## src/rtl/cpu_pkg.sv

```systemverilog
// Shared definitions for the 4-bit processor: bus widths, the control-word
// bit map used by both the decode ROM and the datapath, and the phase encoding.
package cpu_pkg;

    localparam int PC_W = 12;
    localparam int CW_W = 13;

    // Control word bit positions
    localparam int CW_INCPC     = 12;
    localparam int CW_LOADPC    = 11;
    localparam int CW_LOADA     = 10;
    localparam int CW_LOADFLAGS = 9;

    typedef enum logic {
        PH_FETCH = 1'b0,
        PH_EXEC  = 1'b1
    } phase_e;

    // Decode ROM address layout: {instr, c, z, phase}
    function automatic logic [6:0] make_dec_addr(input logic [3:0] instr,
                                                 input logic       c,
                                                 input logic       z,
                                                 input phase_e     ph);
        return {instr, c, z, logic'(ph)};
    endfunction

endpackage

```

## src/rtl/fetch_sequencer_if.sv

```systemverilog
// Bus bundle between the fetch sequencer, program memory, decode ROM and ALU.
// The master side is the sequencer; the slave side is its environment.
interface fetch_sequencer_if #(
    parameter int CNT_W = 16
);
    import cpu_pkg::*;

    logic [PC_W-1:0]  prog_addr;
    logic [7:0]       prog_byte;
    logic [CW_W-1:0]  ctrl_word;
    logic [PC_W-1:0]  jump_addr;
    logic             alu_c;
    logic             alu_z;
    logic [6:0]       dec_addr;
    logic [3:0]       oprnd;
    logic             phase;
    logic             c_flag;
    logic             z_flag;
    logic [CNT_W-1:0] instr_count;

    modport master (
        output prog_addr, dec_addr, oprnd, phase, c_flag, z_flag, instr_count,
        input  prog_byte, ctrl_word, jump_addr, alu_c, alu_z
    );

    modport slave (
        input  prog_addr, dec_addr, oprnd, phase, c_flag, z_flag, instr_count,
        output prog_byte, ctrl_word, jump_addr, alu_c, alu_z
    );

endinterface

```

## src/rtl/fetch_sequencer_pc_counter.sv

```systemverilog
// Program counter: synchronous reset, clock enable, load takes priority over
// increment, increment wraps modulo 2^W.
module pc_counter #(
    parameter int W = 12
) (
    input  logic         clk,
    input  logic         reset,
    input  logic         enable,
    input  logic         load,
    input  logic         inc,
    input  logic [W-1:0] load_value,
    output logic [W-1:0] pc
);

    logic [W-1:0] pc_reg;
    logic [W-1:0] pc_next;

    // Next PC: jump beats increment, otherwise hold
    always_comb begin
        pc_next = pc_reg;
        if (load) begin
            pc_next = load_value;
        end else if (inc) begin
            pc_next = pc_reg + W'(1);
        end
    end

    // PC register, frozen while enable is low
    always_ff @(posedge clk) begin
        if (reset) begin
            pc_reg <= '0;
        end else if (enable) begin
            pc_reg <= pc_next;
        end
    end

    assign pc = pc_reg;

endmodule

```

## src/rtl/fetch_sequencer.sv

```systemverilog
// Fetch sequencer: owns PC, fetch/execute phase, fetch register, C/Z flags
// and the retired-instruction counter; forms the decode ROM address from
// registered state only so the ROM feedback loop stays acyclic.
module fetch_sequencer
    import cpu_pkg::*;
#(
    parameter int CNT_W = 16
) (
    input  logic               clk,
    input  logic               reset,
    input  logic               enable,
    fetch_sequencer_if.master  bus
);

    phase_e           phase_reg;
    phase_e           phase_next;
    logic [7:0]       fetch_reg;
    logic [7:0]       fetch_next;
    logic             c_flag_reg;
    logic             c_flag_next;
    logic             z_flag_reg;
    logic             z_flag_next;
    logic [CNT_W-1:0] count_reg;
    logic [CNT_W-1:0] count_next;
    logic [PC_W-1:0]  pc;

    logic inc_pc;
    logic load_pc;
    logic load_flags;

    assign inc_pc     = bus.ctrl_word[CW_INCPC];
    assign load_pc    = bus.ctrl_word[CW_LOADPC];
    assign load_flags = bus.ctrl_word[CW_LOADFLAGS];

    // Remaining control bits belong to the datapath
    logic unused_ctrl;
    assign unused_ctrl = ^{bus.ctrl_word[CW_LOADA], bus.ctrl_word[8:0]};

    pc_counter #(
        .W(PC_W)
    ) u_pc (
        .clk       (clk),
        .reset     (reset),
        .enable    (enable),
        .load      (load_pc),
        .inc       (inc_pc),
        .load_value(bus.jump_addr),
        .pc        (pc)
    );

    // Phase state register
    always_ff @(posedge clk) begin
        if (reset) begin
            phase_reg <= PH_FETCH;
        end else if (enable) begin
            phase_reg <= phase_next;
        end
    end

    // Phase next-state: alternate fetch and execute
    always_comb begin
        phase_next = phase_reg;
        case (phase_reg)
            PH_FETCH: phase_next = PH_EXEC;
            PH_EXEC:  phase_next = PH_FETCH;
            default:  phase_next = PH_FETCH;
        endcase
    end

    // Datapath next values: fetch capture, flag load, saturating count
    always_comb begin
        fetch_next  = fetch_reg;
        c_flag_next = c_flag_reg;
        z_flag_next = z_flag_reg;
        count_next  = count_reg;
        if (phase_reg == PH_FETCH) begin
            fetch_next = bus.prog_byte;
        end
        if (load_flags) begin
            c_flag_next = bus.alu_c;
            z_flag_next = bus.alu_z;
        end
        if (phase_reg == PH_EXEC && count_reg != {CNT_W{1'b1}}) begin
            count_next = count_reg + CNT_W'(1);
        end
    end

    // Datapath registers, frozen while enable is low
    always_ff @(posedge clk) begin
        if (reset) begin
            fetch_reg  <= 8'h00;
            c_flag_reg <= 1'b0;
            z_flag_reg <= 1'b0;
            count_reg  <= '0;
        end else if (enable) begin
            fetch_reg  <= fetch_next;
            c_flag_reg <= c_flag_next;
            z_flag_reg <= z_flag_next;
            count_reg  <= count_next;
        end
    end

    assign bus.prog_addr   = pc;
    assign bus.dec_addr    = make_dec_addr(fetch_reg[7:4], c_flag_reg, z_flag_reg, phase_reg);
    assign bus.oprnd       = fetch_reg[3:0];
    assign bus.phase       = phase_reg;
    assign bus.c_flag      = c_flag_reg;
    assign bus.z_flag      = z_flag_reg;
    assign bus.instr_count = count_reg;

endmodule

```

## src/flat_wrapper.sv

```systemverilog
// flat-port wrapper written by rule: the top's interface ports become plain ports
module fetch_sequencer_flat import cpu_pkg::*;
#(
    parameter int CNT_W = 16
)
  (clk, reset, enable, bus_prog_addr, bus_dec_addr, bus_oprnd, bus_phase, bus_c_flag, bus_z_flag, bus_instr_count, bus_prog_byte, bus_ctrl_word, bus_jump_addr, bus_alu_c, bus_alu_z);
  fetch_sequencer_if #(.CNT_W(CNT_W)) bus_i ();
  input  logic clk;
  input  logic reset;
  input  logic enable;
  output wire logic [$bits(bus_i.prog_addr)-1:0] bus_prog_addr;
  output wire logic [$bits(bus_i.dec_addr)-1:0] bus_dec_addr;
  output wire logic [$bits(bus_i.oprnd)-1:0] bus_oprnd;
  output wire logic [$bits(bus_i.phase)-1:0] bus_phase;
  output wire logic [$bits(bus_i.c_flag)-1:0] bus_c_flag;
  output wire logic [$bits(bus_i.z_flag)-1:0] bus_z_flag;
  output wire logic [$bits(bus_i.instr_count)-1:0] bus_instr_count;
  input wire logic [$bits(bus_i.prog_byte)-1:0] bus_prog_byte;
  input wire logic [$bits(bus_i.ctrl_word)-1:0] bus_ctrl_word;
  input wire logic [$bits(bus_i.jump_addr)-1:0] bus_jump_addr;
  input wire logic [$bits(bus_i.alu_c)-1:0] bus_alu_c;
  input wire logic [$bits(bus_i.alu_z)-1:0] bus_alu_z;
  assign bus_prog_addr = bus_i.prog_addr;
  assign bus_dec_addr = bus_i.dec_addr;
  assign bus_oprnd = bus_i.oprnd;
  assign bus_phase = bus_i.phase;
  assign bus_c_flag = bus_i.c_flag;
  assign bus_z_flag = bus_i.z_flag;
  assign bus_instr_count = bus_i.instr_count;
  assign bus_i.prog_byte = bus_prog_byte;
  assign bus_i.ctrl_word = bus_ctrl_word;
  assign bus_i.jump_addr = bus_jump_addr;
  assign bus_i.alu_c = bus_alu_c;
  assign bus_i.alu_z = bus_alu_z;
  fetch_sequencer #(.CNT_W(CNT_W)) u_core (.clk(clk), .reset(reset), .enable(enable), .bus(bus_i));
endmodule
```

## config.mk

```make
export PLATFORM = sky130hd
export DESIGN_NAME = fetch_sequencer_flat
export DESIGN_NICKNAME = d
export VERILOG_FILES = /design/src/rtl/cpu_pkg.sv /design/src/rtl/fetch_sequencer_if.sv /design/src/rtl/fetch_sequencer_pc_counter.sv /design/src/rtl/fetch_sequencer.sv /design/src/flat_wrapper.sv
export SDC_FILE = /design/constraint.sdc
export NUM_CORES = 1
export LEC_CHECK = 0
export CAP_MARGIN = 25
export CORE_MARGIN = 5
export CORE_UTILIZATION = 46
export DETAILED_ROUTE_END_ITERATION = 6
export MAX_ROUTING_LAYER = met4
export PLACE_DENSITY = 0.8
export SLEW_MARGIN = 30
export SYNTH_ARGS = -nofsm -noshare
export SYNTH_HDL_FRONTEND = slang
export SYNTH_SLANG_ARGS = --single-unit
```

## constraint.sdc

```tcl
create_clock -name clk -period 2.87 [get_ports clk]
set_input_delay 0.287 -clock clk [delete_from_list [all_inputs] [get_ports clk]]
set_output_delay 0.287 -clock clk [all_outputs]
set_load 0.005 [all_outputs]
```

==> results by group, run 1 <==
Power and ir drop
  • LEAKAGE: just over 0.9 nW
  • Internal: 0.941 mW
  • Reg power frac: between 40 and 50%
  • Power Density: between 400 and 500 nW/µm²
  • Psw: 0.279 mW
  • Final Power: roughly 1.2 mW
  • Power share of the combinational group: a little over an eighth
  • Sw Share: a little under a quarter
  • Clk network pwr share: 38.4%
  • Peak VDD IR: roughly 0.25 mV

Routing
  • Post-route DRC violation count: 0
  • Via count: about 2200
  • Iteration count of the initial detailed-routing pass: 4
  • DR iter-0 viols: 90
  • Via density: 5.86
  • Wire per inst: 14.7 µm
  • Routed wire length: roughly 5400 µm
  • Antenna-violating nets left: 0

Clock tree
  • Setup Fix Bufs, Post-CTS: 0
  • H-tree levels: 2
  • Num CTS Buffers: 5
  • Clock sink count: 39
  • CTS clk-pin slew, worst paths: approximately 70 ps
  • Clk root buf: clkbuf_8
  • Skew-Pair Late Insertion Delay: a little under 300 ps
  • Post-CTS sizing: 0
  • TritonCTS clock tree: built
  • Post-CTS Hold Buffers: 0
  • Max clock buf depth: 2

STA
  • Worst slew pin tran: approximately 640 ps
  • Worst Skew: 6.18 ps
  • Final setup vio count: 0
  • Total negative slack: 0 ps
  • Normalized max-slew margin: a little under three fifths
  • Hold slack: 454 ps
  • Final Max Tran Viols: 0
  • Final hold vios: 0
  • Fmax: 487 MHz
  • Final period util: a little under three quarters
  • Period minus WS final: 2050 ps
  • RSZ-0062 raised after global routing: no

Logic synthesis
  • Post-synthesis average cell area: about 7.9 µm²
  • YS warnings: 0
  • Gate Count Post-Synth: about 250
  • Post-synthesis cell area: about 2000 µm²
  • Top FF cell, synth: dfxtp_1
  • Syn_nets: a little under 300
  • Register area share after synthesis: 39.2%
  • Register bit total from synthesis: 39
  • Cell variety after synth: 44
  • Post-synth EDFFs: 0
  • FFs w/ async S/R, synth: 0%

Cells and area
  • Most frequent cells in the layout: clkdlybuf4s50_1, dfxtp_1, nand2_1
  • Final net count: 356
  • Largest register FFs: 16
  • Diodes inserted: 0
  • Share of layout cells above drive strength 1: around 6.3%
  • Area growth from synthesis to layout: 41.7%
  • Commonest non-fill, non-tap cell in the layout: clkdlybuf4s50_1

Placement
  • Final Wtd Congestion: 0.869
  • Dpl hpwl: roughly 3900 µm
  • PortBufs: between 60 and 70

GRT
  • Antenna violations before repair: 0
  • Vias in the first global route: around 1900
  • Overall Global Routing Usage: 19.7%
  • GRT overflow: 0
  • Global-route wire length before repair: 8510 µm
  • Largest net degree at the start of global routing: 20

Worst setup path
  • CP Launch Type: register
  • Worst-path fanout max: 13
  • Reg2Reg Depth: 4
  • Reg2reg end: u_core.bus.instr_count[10]
  • Req. time, crit path: 3090 ps
  • Worst Path Arrival: between 2000 and 2500 ps
  • R2R Setup Slk: 820 ps
  • Worst setup path class: reg2reg
  • CP Launch Point: u_core.bus.phase
  • Critical Path End: u_core.bus.instr_count[10]
  • Critical R2R Launch: u_core.bus.phase
  • Worst Setup End Kind: register

Die
  • Die height: 75.8 µm
  • Die X-Extent: 75.8 µm
  • Core Area: ~4300 µm²
  • I/O pin cnt: 80
  • Starting Density: 46.7%
  • Rows: 24
  • DIE AREA: roughly 5700 µm²

Hold path
  • Critical hold path startpoint: u_core.fetch_reg[1]
  • Worst hold path class: reg2reg

Flow run
  • Max-cap violations: 0

Run status
  • Status: finished, final reports clean
==> power by group through the flow <==
stage	clock, mW	combinational, mW	sequential, mW
after floorplan	0	0.0723	0.593
after global placement	0	0.165	0.595
after CTS	0.479	0.169	0.583
final	0.468	0.167	0.584
after detailed placement	0	0.168	0.596
after global routing	0.504	0.185	0.587
==> critical path, stage by stage, from the launching register on <==
cell and delay, ps:
dfxtp_1 440, nand2_1 290, or3_1 580, or4_1 530, a21oi_1 160
==> Yosys cell counts, types with 2 or more instances <==
| master | instances | area, µm² |
|---|---|---|
| o31ai_1 | 11 | 82.6 |
| a211oi_1 | 3 | 22.5 |
| mux2i_1 | 2 | 20.0 |
| or4_1 | 8 | 60.1 |
| nand3_1 | 15 | 75.1 |
| nor4_1 | 4 | 25.0 |
| clkbuf_1 | 12 | 45.0 |
| o21ai_0 | 9 | 45.0 |
| a31oi_1 | 3 | 18.8 |
| nor4_2 | 2 | 25.0 |
| nand2b_1 | 5 | 31.3 |
| o21a_1 | 3 | 22.5 |
| buf_4 | 4 | 30.0 |
| nor3_1 | 5 | 25.0 |
| o32ai_1 | 2 | 17.5 |
| o21ai_1 | 3 | 15.0 |
| ha_1 | 2 | 25.0 |
| dfxtp_1 | 39 | 781 |
| o41ai_1 | 2 | 17.5 |
| or3_1 | 7 | 43.8 |
| nor2b_1 | 2 | 12.5 |
| nor2_1 | 8 | 30.0 |
| a21oi_1 | 34 | 170 |
| nand2_1 | 37 | 139 |
| inv_1 | 5 | 18.8 |
| nand4_1 | 6 | 37.5 |
| mux2_1 | 2 | 22.5 |
| buf_1 | 2 | 7.51 |
==> layout make-up <==
cell class,count,area (µm²)
repair buffers,75,736
well taps,52,65.1
inverters,6,22.5
clock buffers,6,82.6
flip-flops and latches,39,781
clock inverters,2,35.0
fillers,401,1440
multi-input cells,189,1100
==> how the worst min path moves through the flow <==
stage               cells past startpoint             endpoint  slack [ps]
floorplan                               2  u_core.fetch_reg[0]         420
global placement                        2  u_core.fetch_reg[0]         440
detailed placement                      2  u_core.fetch_reg[1]         450
CTS                                     2  u_core.fetch_reg[1]         460
global route                            2  u_core.fetch_reg[1]         480
finish                                  2  u_core.fetch_reg[1]         450
==> metal layers <==
| metal | share of wire (%) | global-route usage (%) | wire length, µm | vias to the layer above |
|---|---|---|---|---|
| met5 | 0 | - | 0 | - |
| met4 | 1.6 | 6.41 | 89 | 0 |
| met3 | 6.1 | 5.41 | 330 | 10 |
| met2 | 51 | 32.7 | 2790 | 73 |
| met1 | 41 | 23.0 | 2210 | 1021 |
| li1 | - | - | - | 1058 |
==> kinds of logic after synthesis <==
logic type | after synthesis | synth area share (%)
AOI/OAI and AO/OA | 76 | 23.2
adders and majority gates | 2 | 1.26
buffers and inverters | 25 | 5.53
DFF | 39 | 39.2
muxes | 4 | 2.14
and+or+nand+nor | 107 | 28.6
==> through the flow <==
step,cells,utilization (%),area (µm²),setup slack [ps]
2_1_floorplan,253,-,1990,1100
3_3_place_gp,361,63.4,2710,610
3_5_place_dp,361,63.4,2710,573
4_1_cts,369,66.2,2820,808
5_1_grt,369,66.2,2820,682
6_report,369,66.2,2820,817
Note: power is estimated with default switching activity, not from simulation.
==> run 2, diff against run 1 <==
Settings changed: CORE_UTILIZATION 46 to 43, PLACE_DENSITY 0.8 to 0.76.
Clock period 2.87 ns to 2.1 ns, I/O delays scaled along.
==> results by group, run 2 (synthesis results as in run 1) <==
Run status
  • Status: finished, final reports clean

Worst setup path
  • R2R Setup Slk: just under 200 ps
  • Critical R2R Launch: u_core.bus.instr_count[0]
  • Reg2Reg Depth: 5
  • Worst path cell trace: ha_1, nand2_1, or3_1, nor4_1, mux2_1
  • Critical-path top delay cell: or3_1
  • Worst-path fanout max: 9
  • Reg2reg end: u_core.bus.instr_count[12]
  • Worst Setup End Kind: register
  • Worst setup path class: reg2reg
  • Slowest Stage Delay on Critical Path: approximately 450 ps
  • CP Buf/Inv Count: 0
  • Worst Path Arrival: ~2100 ps
  • Req. time, crit path: 2280 ps
  • CP Launch Type: register
  • Critical path's top delay family: simple AND/OR/NAND/NOR gates

Clock tree
  • Num CTS Buffers: 5
  • Post-CTS Hold Buffers: 0
  • TritonCTS clock tree: built
  • Setup Fix Bufs, Post-CTS: 0
  • CTS clk-pin slew, worst paths: ~80 ps
  • Clock sink count: 39
  • Max clock buf depth: 2
  • Skew-Pair Late Insertion Delay: 290 ps
  • Clk root buf: clkbuf_8
  • Post-CTS sizing: 0
  • H-tree levels: 2

Placement
  • Final Wtd Congestion: around 0.86
  • Dpl hpwl: ~4000 µm
  • PortBufs: 69
  • Place WS: roughly 38 ps

GRT
  • Overall Global Routing Usage: between 10% and 20%
  • Met3 Usage GRT: 4.58%
  • GRT overflow: 0
  • Vias in the first global route: 2077
  • Largest net degree at the start of global routing: 15
  • Global-route wire length before repair: 9270 µm
  • Antenna violations before repair: 0
  • Top Usage Layer GRT: met2
  • GR Util met2: 29.6%
  • GR Util met1: 22.2%

Routing
  • Via count: between 2000 and 2500
  • Routed wire length: 5570 µm
  • Post-route DRC violation count: 0
  • Via density: between 5 and 6
  • Antenna-violating nets left: 0
  • Iteration count of the initial detailed-routing pass: 4
  • Wire per inst: 14.6 µm
  • DR iter-0 viols: between 100 and 150

STA
  • Fmax: 526 MHz
  • Normalized max-slew margin: roughly 67%
  • Worst Skew: 5.39 ps
  • Final setup vio count: 0
  • Final hold vios: 0
  • Total negative slack: 0 ps
  • Worst slew pin tran: 500 ps
  • Period minus WS final: 1900 ps
  • Final period util: a little over 90%
  • RSZ-0062 raised after global routing: no
  • Worst setup slack after layout: 199 ps
  • Final Max Tran Viols: 0

Power and ir drop
  • Internal: 1.27 mW
  • LEAKAGE: about 0.97 nW
  • Reg power frac: approximately 48%
  • Power share of the combinational group: roughly 15%
  • Sw Share: between 20% and 30%
  • Power Density: 571 nW/µm²
  • Psw: 0.398 mW
  • Peak VDD IR: ~0.43 mV
  • Clk network pwr share: a little under two fifths

Cells and area
  • Diodes inserted: 0
  • Share of layout cells above drive strength 1: 10.0%
  • Most frequent cells in the layout: clkdlybuf4s50_1, dfxtp_1, nand2_1
  • Commonest non-fill, non-tap cell in the layout: clkdlybuf4s50_1
  • Final net count: about 370
  • Area growth from synthesis to layout: 46.4%
  • Largest register FFs: 16

Hold path
  • Worst hold path class: in2reg
  • Critical hold path startpoint: bus_prog_byte[3]
  • Worst Hold Path EP: u_core.fetch_reg[3]
  • Cell depth of the worst hold path: 3

Die
  • Core Area: 4410 µm²
  • Starting Density: 45.1%
  • I/O pin cnt: 80
  • Die height: between 70 and 80 µm
  • Die X-Extent: 78.1 µm
  • Rows: 24
  • DIE AREA: around 6100 µm²

Flow run
  • Max-cap violations: 0
run 2: power groups by stage:
stage	registers (mW)	clock network, mW	logic [mW]
after floorplan	0.810	0	0.0988
after global placement	0.809	0	0.245
after detailed placement	0.810	0	0.247
after CTS	0.793	0.648	0.249
after global routing	0.799	0.676	0.272
final	0.794	0.622	0.248
run 2: how the worst max path moves through the flow:
stage                               from                    endpoint  slack (ps)  cells after the start
2_1_floorplan  u_core.bus.instr_count[9]  u_core.bus.instr_count[15]         330                      4
3_3_place_gp                      enable  u_core.bus.instr_count[12]         100                      5
3_5_place_dp                      enable  u_core.bus.instr_count[12]          40                      5
4_1_cts        u_core.bus.instr_count[0]  u_core.bus.instr_count[12]         190                      5
5_1_grt        u_core.bus.instr_count[0]  u_core.bus.instr_count[12]          70                      5
6_report       u_core.bus.instr_count[0]  u_core.bus.instr_count[12]         200                      5
run 2: routing by layer:
metal | wire length [µm] | part of all wire [%]
met5 | 0 | 0
met1 | 2380 | 43
met4 | 113 | 2.0
met2 | 2710 | 49
met3 | 360 | 6.5
run 2: stage by stage:
stage | instances | cell area [µm²] | util [%] | total power, mW | hold slack, ps
floorplan | 253 | 1990 | - | 0.909 | 346
global placement | 374 | 2800 | 63.5 | 1.05 | 442
detailed placement | 374 | 2800 | 63.5 | 1.06 | 452
CTS | 382 | 2920 | 66.0 | 1.69 | 445
global route | 382 | 2920 | 66.0 | 1.75 | 459
finish | 382 | 2920 | 66.0 | 1.66 | 458
run 2: worst min-delay path, cell delays in order:
cell and delay [ps]:
clkdlybuf4s50_1 390, nand2_1 50, a21oi_1 50
run 2: final cells by class:
class	count	area, µm²
multi-input combinational	189	1100
clock buffer	5	68.8
clock inverter	3	43.8
tap	52	65.1
sequential	39	781
fill	368	1500
inverter	6	22.5
timing repair buffer	88	833
==> run 3, diff against run 2 <==
Settings changed: CAP_MARGIN 25 to unset.
==> results of run 3 <==
No change in the layout: final DEF, timing and power equal those of run 2.
==> patch: new RTL, config.mk and constraints of run 2 <==
Set the package constant `PC_W` to 6 (it was 12).
--- a/src/rtl/cpu_pkg.sv
+++ b/src/rtl/cpu_pkg.sv
@@ -2,7 +2,7 @@
 // bit map used by both the decode ROM and the datapath, and the phase encoding.
 package cpu_pkg;
 
-    localparam int PC_W = 12;
+    localparam int PC_W = 6;
     localparam int CW_W = 13;
 
     // Control word bit positions
Ports: changed (resized bus_jump_addr and bus_prog_addr); port bits go from 80 to 68. No check against the original RTL was run, so the function may have changed too.
==> patch against run 2 <==
  * Setup slack improved by 0.0057 ns
  * Wire length decreased by 29%
  * Design area decreased by 20%
  * Power decreased by 24%
  * Sequential cell count decreased by 6
  * Via count decreased by 27%
  * Area after synthesis decreased by 18%
  * Core utilization decreased by 2.7 points
  * Critical path type unchanged
==> patch: results <==
set metrics [dict create \
    rr_endpoint "u_core.bus.instr_count[15]" \
    drive_gt1_share_pct 10.0 \
    use_met3_pct 3.37 \
    grt_usage_pct 15.7 \
    outcome "finished, final reports clean" \
    holdCritStartpoint "u_core.fetch_reg[3]" \
    hpwl_mm 2.97 \
    critPathMaxStageDelay_ns 0.53 \
    grtUsageMet1_pct 20.1 \
    hp-class "reg2reg" \
    fin_skew_ns 0.0107 \
    hold_depth 2 \
    r2r-start "u_core.bus.instr_count[6]" \
    synthTopCellsByCount "dfxtp_1 (33), nand2_1 (33), a21oi_1 (25)" \
    path_max_fanout 7 \
    max_slew_margin_pct 63.4 \
    critPathArrivalTime_ns 2.05 \
    synth_fa_ha_area_share_pct 1.53 \
    synth_area_leaders "dfxtp_1 (41%), a21oi_1 (7.7%), nand2_1 (7.6%), nand3_1 (3.4%), o31ai_1 (3.2%)" \
    grt_max_degree 17 \
    worstRegToRegCells 4 \
    synthMuxAreaShare_pct 4.30 \
    synth_cell_type_count 37 \
    leakage_uw 0.000806 \
    crit_slowest_cell "or4_4" \
    layout.nets 294 \
    gr-usage-met2_pct 24.2 \
]
## patch: stage by stage
step	cell area (sq um)	cells
floorplan	1630	203
global placement	2250	301
detailed placement	2250	301
CTS	2320	307
global route	2320	307
finish	2320	307
## patch: area by class of cell
type	instances	area, sq um
Timing Repair Buffer	64	623
Inverter	2	7.51
Fill cell	340	1340
Clock inverter	1	5.00
Sequential cell	33	661
Tap cell	48	60.1
Clock buffer	5	68.8
Multi-Input combinational cell	154	895
## patch: cells by family (layout without fill, tap and decap cells)
kind of cell,after synthesis,in the layout
flops,33,33
buf+inv,16,72
compound gates,51,51
fa+ha+maj,2,2
simple gates,95,95
mux,6,6
## patch: how the worst max path moves through the flow
| stage | start | to | slack, ns |
|---|---|---|---|
| 2_1_floorplan | u_core.bus.instr_count[2] | u_core.bus.instr_count[15] | 0.38 |
| 3_3_place_gp | enable | u_core.bus.instr_count[15] | 0.16 |
| 3_5_place_dp | enable | u_core.bus.instr_count[15] | 0.13 |
| 4_1_cts | u_core.bus.instr_count[6] | u_core.bus.instr_count[15] | 0.22 |
| 5_1_grt | u_core.bus.instr_count[2] | u_core.bus.instr_count[15] | 0.10 |
| 6_report | u_core.bus.instr_count[6] | u_core.bus.instr_count[15] | 0.20 |
## patch: power breakdown
part / switching (uW) / total, uW / leakage [uW] / internal [uW]
combinational: 66.8 / 169 / 0.000498 / 102
sequential: 20.1 / 666 / 0.000269 / 646
clock: 204 / 421 / 0.0000399 / 217
## patch: metal layers
layer / vias up / routed length (um)
met5: - / 0
met2: 36 / 1880
li1: 843 / -
met3: 4 / 198
met1: 743 / 1830
met4: 0 / 39
## patch: worst register-to-register path: stages (launching register included)
cell	delay, ns
dfxtp_1	0.47
nand4_1	0.19
or4_4	0.53
nor3_1	0.24
mux2_2	0.35
